--- config.mk ---
export PLATFORM = sky130hd
export DESIGN_NAME = cache_write_buffer_flat
export DESIGN_NICKNAME = d
export VERILOG_FILES = /design/src/rtl/cache_write_buffer_if.sv /design/src/rtl/cache_write_buffer.sv /design/src/flat_wrapper.sv
export SDC_FILE = /design/constraint.sdc
export NUM_CORES = 1
export LEC_CHECK = 0
export BUFFER_PORTS_ARGS = -buffer_cell sky130_fd_sc_hd__buf_2
export CAP_MARGIN = 30
export CORE_UTILIZATION = 40
export CTS_CLUSTER_DIAMETER = 30
export DETAILED_ROUTE_END_ITERATION = 12
export PLACE_DENSITY_LB_ADDON = 0.1
export SKIP_CTS_REPAIR_TIMING = 1
export SLEW_MARGIN = 20
export SYNTH_ARGS = -nofsm -noshare
export SYNTH_HDL_FRONTEND = slang
export SYNTH_SLANG_ARGS = --single-unit
--- constraint.sdc ---
create_clock -name clk -period 9.1 [get_ports clk]
set_input_delay 0 -clock clk [delete_from_list [all_inputs] [get_ports clk]]
set_output_delay 0 -clock clk [all_outputs]
set_load 0.02 [all_outputs]
--- src/rtl/cache_write_buffer_if.sv ---
// cache_write_buffer_if: CPU write request side and
// way write strobe/ack side of the cache write buffer.
interface cache_write_buffer_if #(
  parameter int NUM_WAYS     = 4,
  parameter int DATA_WIDTH   = 32,
  parameter int OFFSET_WIDTH = 4,
  parameter int DEPTH        = 4
);
  localparam int BE_WIDTH = DATA_WIDTH / 8;
  localparam int CW       = $clog2(DEPTH + 1);

  logic                    req_valid;
  logic                    req_ready;
  logic [NUM_WAYS-1:0]     req_way;
  logic [OFFSET_WIDTH-1:0] req_offset;
  logic [DATA_WIDTH-1:0]   req_data;
  logic [BE_WIDTH-1:0]     req_be;
  logic [NUM_WAYS-1:0]     way_w_en;
  logic [OFFSET_WIDTH-1:0] way_offset;
  logic [DATA_WIDTH-1:0]   way_data;
  logic [BE_WIDTH-1:0]     way_be;
  logic [NUM_WAYS-1:0]     way_w_ack;
  logic                    wr_done;
  logic                    err_timeout;
  logic                    err_way;
  logic [CW-1:0]           count;
  logic                    idle;

  modport master (
    output req_valid, req_way, req_offset,
           req_data, req_be, way_w_ack,
    input  req_ready, way_w_en, way_offset,
           way_data, way_be, wr_done,
           err_timeout, err_way, count, idle
  );

  modport slave (
    input  req_valid, req_way, req_offset,
           req_data, req_be, way_w_ack,
    output req_ready, way_w_en, way_offset,
           way_data, way_be, wr_done,
           err_timeout, err_way, count, idle
  );
endinterface

--- src/rtl/cache_write_buffer.sv ---
// cache_write_buffer: queued, coalescing write path from
// the cache control FSM to the data ways, with ack watchdog.
module cache_write_buffer #(
  parameter int NUM_WAYS     = 4,
  parameter int DATA_WIDTH   = 32,
  parameter int OFFSET_WIDTH = 4,
  parameter int DEPTH        = 4,
  parameter int ACK_TIMEOUT  = 15
) (
  input  logic                 clk,
  input  logic                 reset_n,
  cache_write_buffer_if.slave  bus
);
  localparam int BE_WIDTH = DATA_WIDTH / 8;
  localparam int PW = $clog2(DEPTH);
  localparam int CW = $clog2(DEPTH + 1);
  localparam int WW = (ACK_TIMEOUT > 0) ?
                      $clog2(ACK_TIMEOUT + 1) : 1;

  typedef enum logic {
    S_IDLE,
    S_ISSUE
  } state_t;

  state_t                  r_state;
  logic [NUM_WAYS-1:0]     r_way  [DEPTH];
  logic [OFFSET_WIDTH-1:0] r_off  [DEPTH];
  logic [DATA_WIDTH-1:0]   r_data [DEPTH];
  logic [BE_WIDTH-1:0]     r_be   [DEPTH];
  logic [PW-1:0]           r_head;
  logic [PW-1:0]           r_tail;
  logic [CW-1:0]           r_count;
  logic [WW-1:0]           r_wd;
  logic                    r_wr_done;
  logic                    r_err_to;
  logic                    r_err_way;

  logic                    w_ready;
  logic                    w_accept;
  logic                    w_way_ok;
  logic                    w_issue;
  logic [PW-1:0]           w_last;
  logic                    w_coalesce;
  logic                    w_push;
  logic                    w_ack;
  logic                    w_timeout;
  logic                    w_pop;
  logic [CW-1:0]           w_count_nxt;
  logic [DATA_WIDTH-1:0]   w_merged;

  assign w_ready  = reset_n && (r_count < CW'(DEPTH));
  assign w_accept = bus.req_valid && w_ready;
  assign w_way_ok = (bus.req_way != '0) &&
    ((bus.req_way & (bus.req_way - 1'b1)) == '0);
  assign w_issue  = (r_state == S_ISSUE);
  assign w_last   = r_tail - 1'b1;

  // The head in ISSUE must stay frozen, so never merge into it.
  assign w_coalesce = w_accept && w_way_ok &&
    (r_count != '0) &&
    (r_way[w_last] == bus.req_way) &&
    (r_off[w_last] == bus.req_offset) &&
    !(w_issue && (r_count == CW'(1)));

  assign w_push = w_accept && w_way_ok && !w_coalesce;

  assign w_ack = w_issue &&
    (|(bus.way_w_ack & r_way[r_head]));

  assign w_timeout = (ACK_TIMEOUT != 0) && w_issue &&
    !w_ack && (r_wd == WW'(ACK_TIMEOUT - 1));

  assign w_pop = w_ack || w_timeout;

  assign w_count_nxt = r_count + CW'(w_push) - CW'(w_pop);

  // Byte-lane merge of the new request into the tail entry.
  always_comb begin
    w_merged = r_data[w_last];
    for (int k = 0; k < BE_WIDTH; k++) begin
      if (bus.req_be[k]) begin
        w_merged[8*k +: 8] = bus.req_data[8*k +: 8];
      end
    end
  end

  // Entry storage: push writes the tail, coalesce merges it.
  always_ff @(posedge clk or negedge reset_n) begin
    if (!reset_n) begin
      for (int i = 0; i < DEPTH; i++) begin
        r_way[i]  <= '0;
        r_off[i]  <= '0;
        r_data[i] <= '0;
        r_be[i]   <= '0;
      end
    end else if (w_push) begin
      r_way[r_tail]  <= bus.req_way;
      r_off[r_tail]  <= bus.req_offset;
      r_data[r_tail] <= bus.req_data;
      r_be[r_tail]   <= bus.req_be;
    end else if (w_coalesce) begin
      r_data[w_last] <= w_merged;
      r_be[w_last]   <= r_be[w_last] | bus.req_be;
    end
  end

  // Ring pointers and occupancy.
  always_ff @(posedge clk or negedge reset_n) begin
    if (!reset_n) begin
      r_head  <= '0;
      r_tail  <= '0;
      r_count <= '0;
    end else begin
      if (w_push) r_tail <= r_tail + 1'b1;
      if (w_pop)  r_head <= r_head + 1'b1;
      r_count <= w_count_nxt;
    end
  end

  // Issue FSM with the per-entry ack watchdog.
  always_ff @(posedge clk or negedge reset_n) begin
    if (!reset_n) begin
      r_state <= S_IDLE;
      r_wd    <= '0;
    end else begin
      case (r_state)
        S_IDLE: begin
          r_wd <= '0;
          if (r_count != '0) r_state <= S_ISSUE;
        end
        S_ISSUE: begin
          unique case (1'b1)
            w_ack: begin
              r_wd    <= '0;
              r_state <= (w_count_nxt != '0) ?
                         S_ISSUE : S_IDLE;
            end
            w_timeout: begin
              r_wd    <= '0;
              r_state <= S_IDLE;
            end
            default: r_wd <= r_wd + 1'b1;
          endcase
        end
        default: r_state <= S_IDLE;
      endcase
    end
  end

  // One-cycle status pulses.
  always_ff @(posedge clk or negedge reset_n) begin
    if (!reset_n) begin
      r_wr_done <= 1'b0;
      r_err_to  <= 1'b0;
      r_err_way <= 1'b0;
    end else begin
      r_wr_done <= w_ack;
      r_err_to  <= w_timeout;
      r_err_way <= w_accept && !w_way_ok;
    end
  end

  assign bus.req_ready   = w_ready;
  assign bus.way_w_en    = w_issue ? r_way[r_head]  : '0;
  assign bus.way_offset  = w_issue ? r_off[r_head]  : '0;
  assign bus.way_data    = w_issue ? r_data[r_head] : '0;
  assign bus.way_be      = w_issue ? r_be[r_head]   : '0;
  assign bus.wr_done     = r_wr_done;
  assign bus.err_timeout = r_err_to;
  assign bus.err_way     = r_err_way;
  assign bus.count       = r_count;
  assign bus.idle        = (r_count == '0) && !w_issue;
endmodule

--- src/flat_wrapper.sv ---
// flat-port wrapper written by rule: the top's interface ports become plain ports
module cache_write_buffer_flat 
#(
  parameter int NUM_WAYS     = 4,
  parameter int DATA_WIDTH   = 32,
  parameter int OFFSET_WIDTH = 4,
  parameter int DEPTH        = 4,
  parameter int ACK_TIMEOUT  = 15
)
  (clk, reset_n, bus_req_valid, bus_req_way, bus_req_offset, bus_req_data, bus_req_be, bus_way_w_ack, bus_req_ready, bus_way_w_en, bus_way_offset, bus_way_data, bus_way_be, bus_wr_done, bus_err_timeout, bus_err_way, bus_count, bus_idle);
  cache_write_buffer_if #(.NUM_WAYS(NUM_WAYS), .DATA_WIDTH(DATA_WIDTH), .OFFSET_WIDTH(OFFSET_WIDTH), .DEPTH(DEPTH)) bus_i ();
  input  logic clk;
  input  logic reset_n;
  input wire logic [$bits(bus_i.req_valid)-1:0] bus_req_valid;
  input wire logic [$bits(bus_i.req_way)-1:0] bus_req_way;
  input wire logic [$bits(bus_i.req_offset)-1:0] bus_req_offset;
  input wire logic [$bits(bus_i.req_data)-1:0] bus_req_data;
  input wire logic [$bits(bus_i.req_be)-1:0] bus_req_be;
  input wire logic [$bits(bus_i.way_w_ack)-1:0] bus_way_w_ack;
  output wire logic [$bits(bus_i.req_ready)-1:0] bus_req_ready;
  output wire logic [$bits(bus_i.way_w_en)-1:0] bus_way_w_en;
  output wire logic [$bits(bus_i.way_offset)-1:0] bus_way_offset;
  output wire logic [$bits(bus_i.way_data)-1:0] bus_way_data;
  output wire logic [$bits(bus_i.way_be)-1:0] bus_way_be;
  output wire logic [$bits(bus_i.wr_done)-1:0] bus_wr_done;
  output wire logic [$bits(bus_i.err_timeout)-1:0] bus_err_timeout;
  output wire logic [$bits(bus_i.err_way)-1:0] bus_err_way;
  output wire logic [$bits(bus_i.count)-1:0] bus_count;
  output wire logic [$bits(bus_i.idle)-1:0] bus_idle;
  assign bus_i.req_valid = bus_req_valid;
  assign bus_i.req_way = bus_req_way;
  assign bus_i.req_offset = bus_req_offset;
  assign bus_i.req_data = bus_req_data;
  assign bus_i.req_be = bus_req_be;
  assign bus_i.way_w_ack = bus_way_w_ack;
  assign bus_req_ready = bus_i.req_ready;
  assign bus_way_w_en = bus_i.way_w_en;
  assign bus_way_offset = bus_i.way_offset;
  assign bus_way_data = bus_i.way_data;
  assign bus_way_be = bus_i.way_be;
  assign bus_wr_done = bus_i.wr_done;
  assign bus_err_timeout = bus_i.err_timeout;
  assign bus_err_way = bus_i.err_way;
  assign bus_count = bus_i.count;
  assign bus_idle = bus_i.idle;
  cache_write_buffer #(.NUM_WAYS(NUM_WAYS), .DATA_WIDTH(DATA_WIDTH), .OFFSET_WIDTH(OFFSET_WIDTH), .DEPTH(DEPTH), .ACK_TIMEOUT(ACK_TIMEOUT)) u_core (.clk(clk), .reset_n(reset_n), .bus(bus_i));
endmodule
==> results by group <==
Outcome
  – Outcome: complete, but fails checks
  – Failing checks: hold timing

Routing
  – WL per Instance: 23.4 microns
  – Number of routed nets with antenna violations: 0
  – 1st-pass router iterations: 5
  – First DRT Iteration DRCs: 720
  – Final wirelength: 34100 microns
  – DRC violations left: 0
  – Vias per cell: 6.01
  – DR vias: 8747

Power and ir drop
  – Clock share of power: 16.9%
  – Comb pwr share: 50.4%
  – Leakage: 6.58 nW
  – PwrDens: 357 nW/um^2
  – Pwr Total: 4.83 mW
  – Int Pwr: 2.94 mW
  – Max VDD drop: 0.152 mV
  – Sw Ratio: 39.2%
  – Sw power: 1.89 mW
  – Sequential share of power: 32.7%

Floorplanning
  – DIE HEIGHT: 173 microns
  – Row cnt: 62
  – Area of the core: 28700 sq um
  – Initial Utilization: 40.6%
  – Die area: 29800 sq um
  – Boundary Pins: 103
  – Die X: 173 microns

Timing
  – Final Max Tran Viols: 0
  – RSZ-0062 raised after global routing: no
  – Hold Fails Final Rpt: 1
  – Max_slew headroom: 37.0%
  – Final Setup Violations: 0
  – Worst Clk Skew: 0.0226 ns
  – WHS: -0.00506 ns
  – Fin crit share: 59.0%
  – Max Clk Rate: 186 MHz
  – Min Tclk post-route: 5.37 ns
  – Slew at the pin closest to its max-slew limit: 0.941 ns
  – Setup TNS: 0 ns

Synth
  – Register area share after synthesis: 41.0%
  – Most frequent cell after synthesis: dfrtp_1
  – Post-synth top cells: dfrtp_1, mux4_2, and3_1
  – Post-synth EDFFs: 0
  – Main synth FF type: dfrtp_1
  – Yosys top cell area share: 41.0%
  – Synth async-reset ratio: 100%
  – Seq cells post-synth: 191
  – Syn Std Cell Area: 11700 sq um
  – Post-synthesis cell type count: 61
  – Post-synthesis net count: 1022
  – Syn Inst Count: 958
  – Area contributors post-synth: dfrtp_1, mux4_2, a221o_1
  – Yosys warning count: 0
  – Yosys top cell by area: dfrtp_1
  – Avg Inst Size Synth: 12.2 sq um

Hold path
  – WHS Path Cells: 4
  – Worst hold start: bus_way_w_ack[2]
  – Hold crit path type: in -> reg
  – Hold path endpoint: u_core.bus.err_timeout

Run
  – Max-Cap Viols: 0

Setup path
  – R2r worst-path depth: 13
  – Worst r2r dst: u_core.r_data[87]
  – Worst EP required: 9.48 ns
  – CP Max Fanout: 72
  – WP data arrival: 5.74 ns
  – Critical path class: reg -> reg
  – Setup slack, reg-to-reg: 3.73 ns
  – Worst setup EP type: flop
  – Reg-to-reg critical path startpoint: u_core.r_tail[0]
  – CP startpoint kind: flop

Finish
  – Nets: 1122
  – Design area: 13500 sq um
  – Area grow syn2layout: 16.3%
  – Filler cells: 2710
  – Layout cells sized above 1: 30.8%

Clock network
  – Clk root buf: clkbuf_16
  – CTS Buffer Depth: 2
  – Clk slew on worst S/H paths: 0.07 ns
  – Num Clock Sinks: 191
  – CTS tree: yes
  – Worst-Skew Late Latency: 0.45 ns
  – CTS Buf Count: 17
  – CTS H-tree lvls: 4

Place
  – DP Wirelength: 19800 microns
  – Port-buffer cells: 102
  – Gpl congestion: 0.755
  – Placement Cell Area: 12400 sq um

Global routing
  – GRT Util Overall: 23.3%
  – First-pass GRT wire length: 53300 microns
  – Congestion Overflow GR: 0
  – Vias in the first global route: 8739
  – Initial antenna violation count: 1
  – Pin count of the biggest net entering global routing: 73
[cell usage in the layout, fill, tap and decap left out, types with 4 or more instances in the layout]
cell type,n
a22oi_1,8
a22o_1,34
mux2_1,8
o21ai_1,6
dlygate4sd3_1,45
a211oi_1,4
inv_6,6
mux2_2,47
nor2_1,34
and2_2,6
nand2_1,36
xor2_1,8
a221oi_2,20
xnor2_1,10
mux4_2,85
nand3_1,4
buf_2,101
a221oi_1,5
and2_1,51
buf_4,14
inv_1,66
a221o_1,65
ha_1,11
o21ai_0,10
clkbuf_16,17
mux2i_1,8
buf_16,4
dfrtp_1,187
and3_1,68
a21o_1,37
[flip-flops by register name (all words and copies together), names as in the netlist, 2 cells and up]
register          flops
u_core.r_way         16
u_core.r_data       128
u_core.r_off         16
u_core.r_wd           4
u_core.r_be          16
u_core.r_tail         2
u_core.r_head         2
u_core.bus.count      3
[layer usage]
layer	track usage [%]	share of wire [%]
met2	37.6	48
met4	4.83	0.86
met5	0	0
met1	33.2	47
met3	3.87	3.9
[worst max-delay path: stages (launching register included)]
cell       delay (ns)
dfrtp_4          0.67
buf_16           0.31
inv_1            0.20
ha_2             0.66
buf_12           0.26
mux4_2           0.32
xor2_1           0.32
nor4b_4          0.11
o2111ai_4        0.10
buf_4            0.61
and2_1           0.79
buf_4            0.31
or2_1            0.37
o221a_1          0.25
[cell type report]
type,count,area (sq um),area share [%]
tap,384,480,3.55
timing repair buffer,168,1240,9.19
antenna,1,2.50,0.0185
sequential,191,4790,35.3
inverter,67,251,1.86
clock buffer,17,425,3.14
multi-input combinational,613,6160,45.5
clock inverter,15,196,1.45
[metrics by stage]
step	instances	setup slack (ns)	utilization, %
after floorplan	958	4.48	-
after global placement	1371	2.97	42.9
after detailed placement	1374	3.48	43.1
after CTS	1406	3.43	45.3
after global routing	1456	3.40	47.2
final	1456	3.73	47.2
[worst max-delay path by stage]
stage,startpoint,cells after the start,to,slack (ns)
global route,u_core.r_tail[0],14,u_core.r_state,3.40
detailed placement,u_core.r_tail[0],13,u_core.r_data[95],3.48
global placement,u_core.r_tail[0],11,u_core.r_data[90],2.97
finish,u_core.r_tail[0],13,u_core.r_data[87],3.73
floorplan,u_core.r_tail[0],17,u_core.r_state,4.48
CTS,u_core.r_tail[0],13,u_core.r_data[95],3.43
[power by group through the flow]
| stage | Clock, mW | Combinational (mW) | Sequential (mW) |
|---|---|---|---|
| floorplan | 0 | 1.91 | 1.42 |
| global placement | 0 | 2.33 | 1.63 |
| detailed placement | 0 | 2.43 | 1.59 |
| CTS | 0.834 | 2.44 | 1.58 |
| global route | 0.867 | 2.63 | 1.63 |
| finish | 0.817 | 2.43 | 1.58 |
[cell families after synthesis]
logic type	count (synthesis)	synth area share, %
mux	148	22.4
flops	191	41.0
compound gates	214	17.0
xor+xnor	18	1.35
simple gates	220	10.5
fa+ha+maj	13	1.46
buf+inv	154	6.27
No activity file was read; power rests on OpenSTA's default activity.
